<file path="config.mk">
export PLATFORM = sky130hd
export DESIGN_NAME = alu_seq_ctrl
export DESIGN_NICKNAME = d
export VERILOG_FILES = /design/src/rtl/alu_pkg.sv /design/src/rtl/nibble_addsub.sv /design/src/rtl/alu_seq_ctrl.sv
export SDC_FILE = /design/constraint.sdc
export NUM_CORES = 1
export LEC_CHECK = 0
export CAP_MARGIN = 20
export CORE_MARGIN = 4
export CORE_UTILIZATION = 56
export DETAILED_ROUTE_END_ITERATION = 6
export PLACE_DENSITY_LB_ADDON = 0.1
export SKIP_LAST_GASP = 1
export SLEW_MARGIN = 20
export SYNTH_ARGS = -nofsm -noshare
export SYNTH_HDL_FRONTEND = slang
export SYNTH_HIERARCHICAL = 1
export SYNTH_SLANG_ARGS = --single-unit
export TNS_END_PERCENT = 50
</file>
<file path="constraint.sdc">
create_clock -name clk -period 8.95 [get_ports clk]
set_input_delay 2.2375 -clock clk [delete_from_list [all_inputs] [get_ports clk]]
set_output_delay 2.2375 -clock clk [all_outputs]
set_load 0.02 [all_outputs]
</file>
<file path="src/rtl/alu_pkg.sv">
// Shared definitions for the sequential nibble-serial ALU: FSM states, op encodings, slice width.
package alu_pkg;

    typedef enum logic [1:0] {
        IDLE = 2'd0,
        RUN  = 2'd1,
        DONE = 2'd2
    } aluState;

    localparam logic OP_ADD = 1'b0;
    localparam logic OP_SUB = 1'b1;

    localparam int NIBBLE_W = 4;

endpackage

</file>
<file path="src/rtl/nibble_addsub.sv">
// One 4-bit add/subtract slice; also exposes the carry into bit 3 for overflow detection.
module nibble_addsub
    import alu_pkg::*;
(
    input  logic [NIBBLE_W-1:0] a,
    input  logic [NIBBLE_W-1:0] b,
    input  logic                sub,
    input  logic                cin,
    output logic [NIBBLE_W-1:0] s,
    output logic                cout,
    output logic                c3
);

    logic [NIBBLE_W-1:0] bEff;
    logic [NIBBLE_W:0]   fullSum;
    logic [NIBBLE_W-1:0] lowSum;

    assign bEff    = b ^ {NIBBLE_W{sub}};
    assign fullSum = {1'b0, a} + {1'b0, bEff} + {{NIBBLE_W{1'b0}}, cin};
    // Carry into the top bit comes from summing only the lower three bits.
    assign lowSum  = {1'b0, a[2:0]} + {1'b0, bEff[2:0]} + {{(NIBBLE_W-1){1'b0}}, cin};

    assign s    = fullSum[NIBBLE_W-1:0];
    assign cout = fullSum[NIBBLE_W];
    assign c3   = lowSum[NIBBLE_W-1];

endmodule

</file>
<file path="src/rtl/alu_seq_ctrl.sv">
// Nibble-serial add/subtract unit: one 4-bit slice per RUN cycle through a single shared adder.
// Optional signed overflow output enabled by defining ALU_SEQ_OVF_EN.
module alu_seq_ctrl
    import alu_pkg::*;
#(
    parameter int NIBBLES = 4
) (
    input  logic                      clk,
    input  logic                      rst_n,
    input  logic                      start,
    input  logic                      op,
    input  logic [4*NIBBLES-1:0]      a,
    input  logic [4*NIBBLES-1:0]      b,
    output logic                      busy,
    output logic                      done,
    output logic [4*NIBBLES-1:0]      result,
    output logic                      cout
`ifdef ALU_SEQ_OVF_EN
    ,
    output logic                      ovf
`endif
);

    localparam int W    = NIBBLE_W * NIBBLES;
    localparam int IDXW = (NIBBLES > 1) ? $clog2(NIBBLES) : 1;
    localparam logic [IDXW-1:0] LAST_IDX = IDXW'(NIBBLES - 1);

    aluState state;
    aluState nextState;

    logic [W-1:0]        aReg;
    logic [W-1:0]        bReg;
    logic                opReg;
    logic                carry;
    logic [IDXW-1:0]     idx;
    logic [NIBBLE_W-1:0] sliceA;
    logic [NIBBLE_W-1:0] sliceB;
    logic [NIBBLE_W-1:0] sliceS;
    logic                sliceCout;
    logic                sliceC3;

    assign sliceA = aReg[idx*NIBBLE_W +: NIBBLE_W];
    assign sliceB = bReg[idx*NIBBLE_W +: NIBBLE_W];

    nibble_addsub uSlice (
        .a    (sliceA),
        .b    (sliceB),
        .sub  (opReg),
        .cin  (carry),
        .s    (sliceS),
        .cout (sliceCout),
        .c3   (sliceC3)
    );

    always_ff @(posedge clk or negedge rst_n) begin
        if (!rst_n) begin
            state <= IDLE;
        end else begin
            state <= nextState;
        end
    end

    always_comb begin
        nextState = state;
        busy      = 1'b0;
        done      = 1'b0;
        case (state)
            IDLE: begin
                if (start) begin
                    nextState = RUN;
                end
            end
            RUN: begin
                busy = 1'b1;
                if (idx == LAST_IDX) begin
                    nextState = DONE;
                end
            end
            DONE: begin
                done      = 1'b1;
                nextState = IDLE;
            end
            default: nextState = IDLE;
        endcase
    end

    // Flags are captured on the final slice so they are already valid during DONE.
    always_ff @(posedge clk or negedge rst_n) begin
        if (!rst_n) begin
            aReg   <= '0;
            bReg   <= '0;
            opReg  <= OP_ADD;
            carry  <= 1'b0;
            idx    <= '0;
            result <= '0;
            cout   <= 1'b0;
`ifdef ALU_SEQ_OVF_EN
            ovf    <= 1'b0;
`endif
        end else begin
            case (state)
                IDLE: begin
                    if (start) begin
                        aReg   <= a;
                        bReg   <= b;
                        opReg  <= op;
                        carry  <= op;
                        idx    <= '0;
                        result <= '0;
                        cout   <= 1'b0;
`ifdef ALU_SEQ_OVF_EN
                        ovf    <= 1'b0;
`endif
                    end
                end
                RUN: begin
                    result[idx*NIBBLE_W +: NIBBLE_W] <= sliceS;
                    carry <= sliceCout;
                    if (idx == LAST_IDX) begin
                        idx  <= '0;
                        cout <= sliceCout ^ opReg;
`ifdef ALU_SEQ_OVF_EN
                        ovf  <= sliceCout ^ sliceC3;
`endif
                    end else begin
                        idx <= idx + 1'b1;
                    end
                end
                default: begin
                end
            endcase
        end
    end

endmodule

</file>
# Word level (Yosys, flattened, before mapping)

Index checks and enable logic that the tools add are counted.

Bitwise gates (word level): 2
Muxes and demuxes: 16
Shift operators: 4
Equal/unequal tests: 5
Add/subtract/negate cells: 4
Reductions and logical operators: 6

Operator list:

| cell                                                                    | count |
|---|---|
| 4-bit negator with 34-bit output                                        | 1 |
| 4-bit by 34-bit variable shift with 16-bit output, first input constant | 1 |
| 4-bit by 34-bit indexed part select with 16-bit output                  | 1 |
| 16-bit one-hot mux with 2 select lines                                  | 1 |
| 16-bit by 5-bit indexed part select with 4-bit output                   | 2 |
| 16-bit bitwise mux                                                      | 1 |
| 16-bit 2-to-1 mux                                                       | 1 |
| 2-bit 2-to-1 mux                                                        | 4 |
| 2-bit one-hot mux with 2 select lines                                   | 2 |
| 2-bit AND reduction                                                     | 3 |
| 4-bit by 4-bit adder with 5-bit output                                  | 1 |
| 5-bit by 1-bit adder with 5-bit output                                  | 1 |
| 1-bit 2-to-1 mux                                                        | 5 |
| 2-bit equality test, second input constant                              | 2 |
| 2-bit inequality test, second input constant                            | 2 |
| 1-bit one-hot mux with 2 select lines                                   | 2 |
| 4-bit bitwise XOR                                                       | 1 |
| 3-bit AND reduction                                                     | 1 |
| 2-bit by 1-bit adder with 2-bit output, second input constant           | 1 |
| 2-bit by 1-bit equality test with 1-bit output, second input constant   | 1 |
| 2-bit logical NOT                                                       | 1 |
| 2-bit nonzero test                                                      | 1 |
| 1-bit bitwise XOR                                                       | 1 |

Flip-flop bits (word level): 55
Logic and storage cells: 45
Output and inout port bits: 19
Bits of input ports: 36

# Logic depth before layout (Yosys ltp)

Depth after elaboration: 7
Gate-level depth with buffers: 10
Gate-level depth less buffers: 9

# Hierarchy

Netlist, hierarchy kept.

Modules (own cells, without submodules):

| module        | area an instance (um^2) | seq. area each (um^2) | cells each | instances |
|---|---|---|---|---|
| alu_seq_ctrl  | 2642.5                  | 1376.3                | 161        | 1 |
| nibble_addsub | 160.2                   | 0.0                   | 16         | 1 |

# Least setup slack after synthesis

Ideal clock, no wire load.

Kind: reg2out
From: register state[1]
To: output done
Path slack: 5.746 ns
Buffers on the path: 1
Cell stages (with the launch flop): 3
Data required time: 6.713 ns
Arrival time: 0.966 ns
Cell sequence: dfrtp_1 -> buf_6 -> nor2b_1

Word-level cells in the longest chain between the ends: 2

Ends and longest elaborated chain:

| item                     | line               | text |
|---|---|---|
| start: declaration       | alu_seq_ctrl.sv:28 | `aluState state;` |
| start signal: assignment | alu_seq_ctrl.sv:59 | `state <= nextState;` |
| 2-bit equality test      | alu_seq_ctrl.sv:67 | `case (state)` |
| 1-bit 2-to-1 mux         | alu_seq_ctrl.sv:67 |  |
| end: declaration         | alu_seq_ctrl.sv:15 | `output logic done,` |

No other way between the ends.

# Worst setup path in the final report

From: register state[1]
To: output busy

Word-level cells in the longest chain between the ends: 2

Ends and longest elaborated chain:

| item                                           | line               | text |
|---|---|---|
| 2-bit by 1-bit equality test with 1-bit output | alu_seq_ctrl.sv:67 |  |
| 1-bit 2-to-1 mux                               | alu_seq_ctrl.sv:67 |  |
| end: declaration                               | alu_seq_ctrl.sv:14 | `output logic busy,` |

No other way between the ends.

==> flow_metrics.py <==
metrics = {
    "run_status": {
        "run_status": "finished clean",
    },
    "critical_path": {
        "end_kind": "primary output",
        "worstSetupPathType": "register to primary output",
        "setup.worst_path.end": "busy",
        "critical_path.max_fanout": 13,
        "crit-reg2reg-capture": "cout$_DFFE_PN0P_",
        "cp_slowest_cell": "sky130_fd_sc_hd__clkdlybuf4s50_1",
        "r2r_slack_ns": 5.62,
        "crit_path_arrival_time_ns": 1.93,
        "r2r-start": "idx[0]$_DFFE_PN0P_",
        "crit_start": "state[1]$_DFFE_PN0P_",
        "reg2regPathDepth": 10,
        "critical_path_data_required_time_ns": 6.71,
        "critical_path.cell_chain": "nand2b_2 > inv_2 > clkdlybuf4s50_1",
        "timing.critical_path.from_type": "register",
        "timing.critical_path.slowest_cell_delay_ns": 0.61,
    },
    "global_route": {
        "grt_start_max_net_pins": 56,
        "grt_busiest_layer": "met2",
        "grt_pass1_vias": 1848,
        "overflow": 0,
        "grt_use_met2": 0.3370,
        "grtUsageMet3": 0.04195,
        "number_of_antenna_violations_at_the_first_check_in_global_routing": 0,
        "globalRouteMet1Util": 0.2361,
        "track_usage": 0.1925,
        "grt_pass1_wl_um": 9087,
    },
    "clocking": {
        "post_cts_resize_count": 0,
        "postCtsHoldBufs": 0,
        "clk_pin_slew_ns": 0.10,
        "clock_latency_ns": 0.31,
        "cts.root.buffer_cell": "sky130_fd_sc_hd__clkbuf_8",
        "cts-root-to-sink-buffers": 2,
        "clock_tree.htree_level_count": 2,
        "postCtsSetupRepairBufs": 0,
        "cts_tree": "done",
        "number_of_clock_sinks": 55,
        "cts_inserted_buffers": 5,
    },
    "route": {
        "drc": 0,
        "drt_iter0_drc": 49,
        "vias": 1649,
        "detail_route.vias_per_cell": 5.515,
        "routedWlPerCell_um": 17.75,
        "drt-total-wl_um": 5308,
        "final_antenna_net_count": 0,
        "drt_pre_antenna_iters": 2,
    },
    "power": {
        "p_leak_nw": 1.540,
        "powerDensity_nw_per_um2": 428.3,
        "max-vdd-ir-drop_v": 0.0002655,
    },
    "synth": {
        "synth_cells": 177,
        "async_flop_share": 1.000,
        "synth_enable_flop_cells": 0,
        "ys_ff_latch": 55,
        "synth_area_per_cell_um2": 15.83,
        "yosysSeqAreaShare": 0.4911,
        "yosysUniqueCellTypes": 37,
        "synth-main-ff-cell": "sky130_fd_sc_hd__dfrtp_1",
        "ys_warn_count": 6,
        "net_count_after_synthesis": 223,
        "synth.cell_area_um2": 2803,
    },
    "floorplan": {
        "die-area_um2": 6201,
        "floorplan.die.height_um": 78.75,
        "boundaryPins": 55,
        "placeableCoreArea_um2": 4786,
        "dieWidth_um": 78.75,
        "site_row_count": 25,
        "initial_core_utilization": 0.5856,
    },
    "final_layout": {
        "layout.cell_area.non_filler_um2": 3463,
        "multi_input_comb_area_um2": 1310,
        "nFillCells": 337,
        "area.sequential_um2": 1376,
        "antenna_cells_inserted": 0,
        "layout_commonest_cell": "sky130_fd_sc_hd__dfrtp_1",
        "post_layout_nonfiller_instances": 299,
        "final_cell_mix": "55 x sky130_fd_sc_hd__dfrtp_1, 53 x sky130_fd_sc_hd__clkdlybuf4s50_1, 31 x sky130_fd_sc_hd__mux2_4",
        "drive_gt1_frac": 0.2672,
        "number_of_nets_in_the_finished_design": 277,
        "flow.area_growth_from_synthesis_pct": 23.57,
    },
    "sta": {
        "layout_min_cycle_time_ns": 4.171,
        "finalMaxSlewViolations": 0,
        "finalSetupTns_ns": 0,
        "max_fclk_mhz": 239.7,
        "final.period_utilization": 0.4661,
        "finalClockSkew_ns": 0.008418,
        "final-setup-viol-count": 0,
        "unrepaired_setup_endpoints_after_global_routing": "no",
        "max_slew.worst_pin.slew_ns": 0.7499,
        "final_hold_viol_count": 0,
        "max-slew-margin-rel": 0.5001,
        "holdWs_ns": 0.5145,
    },
    "placed_design": {
        "dp.cells": 291,
        "place.detailed.hpwl_um": 3962,
        "placed_cell_area_um2": 3324,
        "routabilityCongestion": 0.7491,
        "buffer_ports.inserted": 54,
    },
    "job": {
        "timing.max_cap.violations": 0,
    },
    "worst_hold_path": {
        "worstHoldPathType": "register to register",
    },
}
[registers in the layout, indices dropped and copies added (netlist names)]
register / count
aReg: 16
bReg: 16
carry: 1
cout: 1
idx: 2
opReg: 1
result: 16
state: 2
[cells in the mapped netlist (2+ instances only)]
cell type / number / area (µm²)
sky130_fd_sc_hd__a21o_1: 5 / 37.54
sky130_fd_sc_hd__a21oi_1: 2 / 10.01
sky130_fd_sc_hd__a22o_1: 16 / 140.1
sky130_fd_sc_hd__buf_12: 3 / 60.06
sky130_fd_sc_hd__buf_6: 3 / 33.78
sky130_fd_sc_hd__dfrtp_1: 55 / 1376
sky130_fd_sc_hd__fa_1: 2 / 40.04
sky130_fd_sc_hd__ha_1: 8 / 100.1
sky130_fd_sc_hd__inv_1: 2 / 7.510
sky130_fd_sc_hd__mux2_2: 3 / 33.78
sky130_fd_sc_hd__mux2_4: 31 / 465.5
sky130_fd_sc_hd__mux4_2: 8 / 180.2
sky130_fd_sc_hd__nand2_1: 9 / 33.78
sky130_fd_sc_hd__nor2_1: 2 / 7.510
sky130_fd_sc_hd__xor2_1: 6 / 52.55
[metrics by stage]
step / worst slack (ns) / total power [W] / utilization
3_3_place_gp: 4.939 / 0.001258 / 0.6946
2_1_floorplan: 5.746 / 0.001074 / -
3_5_place_dp: 4.882 / 0.001300 / 0.6946
6_report: 4.779 / 0.001484 / 0.7237
5_1_grt: 4.692 / 0.001588 / 0.7237
4_1_cts: 4.768 / 0.001498 / 0.7231
[power by group]
part | total [W] | switching [W] | internal, W
Combinational | 0.000846 | 0.000422 | 0.000424
Clock | 0.000191 | 0.0000798 | 0.000111
Sequential | 0.000446 | 0.0000871 | 0.000359
[how the worst min path moves through the flow]
stage | start | endpoint | slack (ns) | depth (start not counted)
after floorplan | bReg[10]$_DFFE_PN0P_ | bReg[10]$_DFFE_PN0P_ | 0.48 | 1
after global placement | result[5]$_DFFE_PN0P_ | result[5]$_DFFE_PN0P_ | 0.49 | 1
after detailed placement | aReg[14]$_DFFE_PN0P_ | aReg[14]$_DFFE_PN0P_ | 0.49 | 1
after CTS | bReg[12]$_DFFE_PN0P_ | bReg[12]$_DFFE_PN0P_ | 0.52 | 1
after global routing | bReg[2]$_DFFE_PN0P_ | bReg[2]$_DFFE_PN0P_ | 0.54 | 1
final | result[7]$_DFFE_PN0P_ | result[7]$_DFFE_PN0P_ | 0.51 | 1
[critical path, delay by kind of cell (launching register included)]
kind	cells	cell delay, ns
flip-flops	1	0.59
buffers and inverters	2	0.72
AND/OR/NAND/NOR	1	0.32
[final cells by class]
cell class / count / share of cell area
clock inverter: 3 / 0.01951
multi-input combinational: 111 / 0.3783
tap: 67 / 0.02421
inverter: 3 / 0.003251
timing repair buffer: 55 / 0.1575
clock buffer: 5 / 0.01987
sequential: 55 / 0.3974
[logic make-up (layout without fill, tap and decap cells)]
kind of cell,count (synthesis),in the layout,synth area share
flip-flops,55,55,0.4911
XOR/XNOR,7,7,0.02188
AND/OR/NAND/NOR,24,24,0.07188
AO/OA/AOI/OAI,28,28,0.08125
multiplexers,42,42,0.2424
adder cells (fa/ha/maj),10,10,0.05000
buffers and inverters,11,66,0.04152
[layer usage]
| metal | vias to the layer above | wire, µm |
|---|---|---|
| met1 | 847 | 2171 |
| met2 | 38 | 2844 |
| li1 | 758 | - |
| met4 | 0 | 82 |
| met5 | - | 0 |
| met3 | 6 | 210 |
No activity file was read; power rests on OpenSTA's default activity.
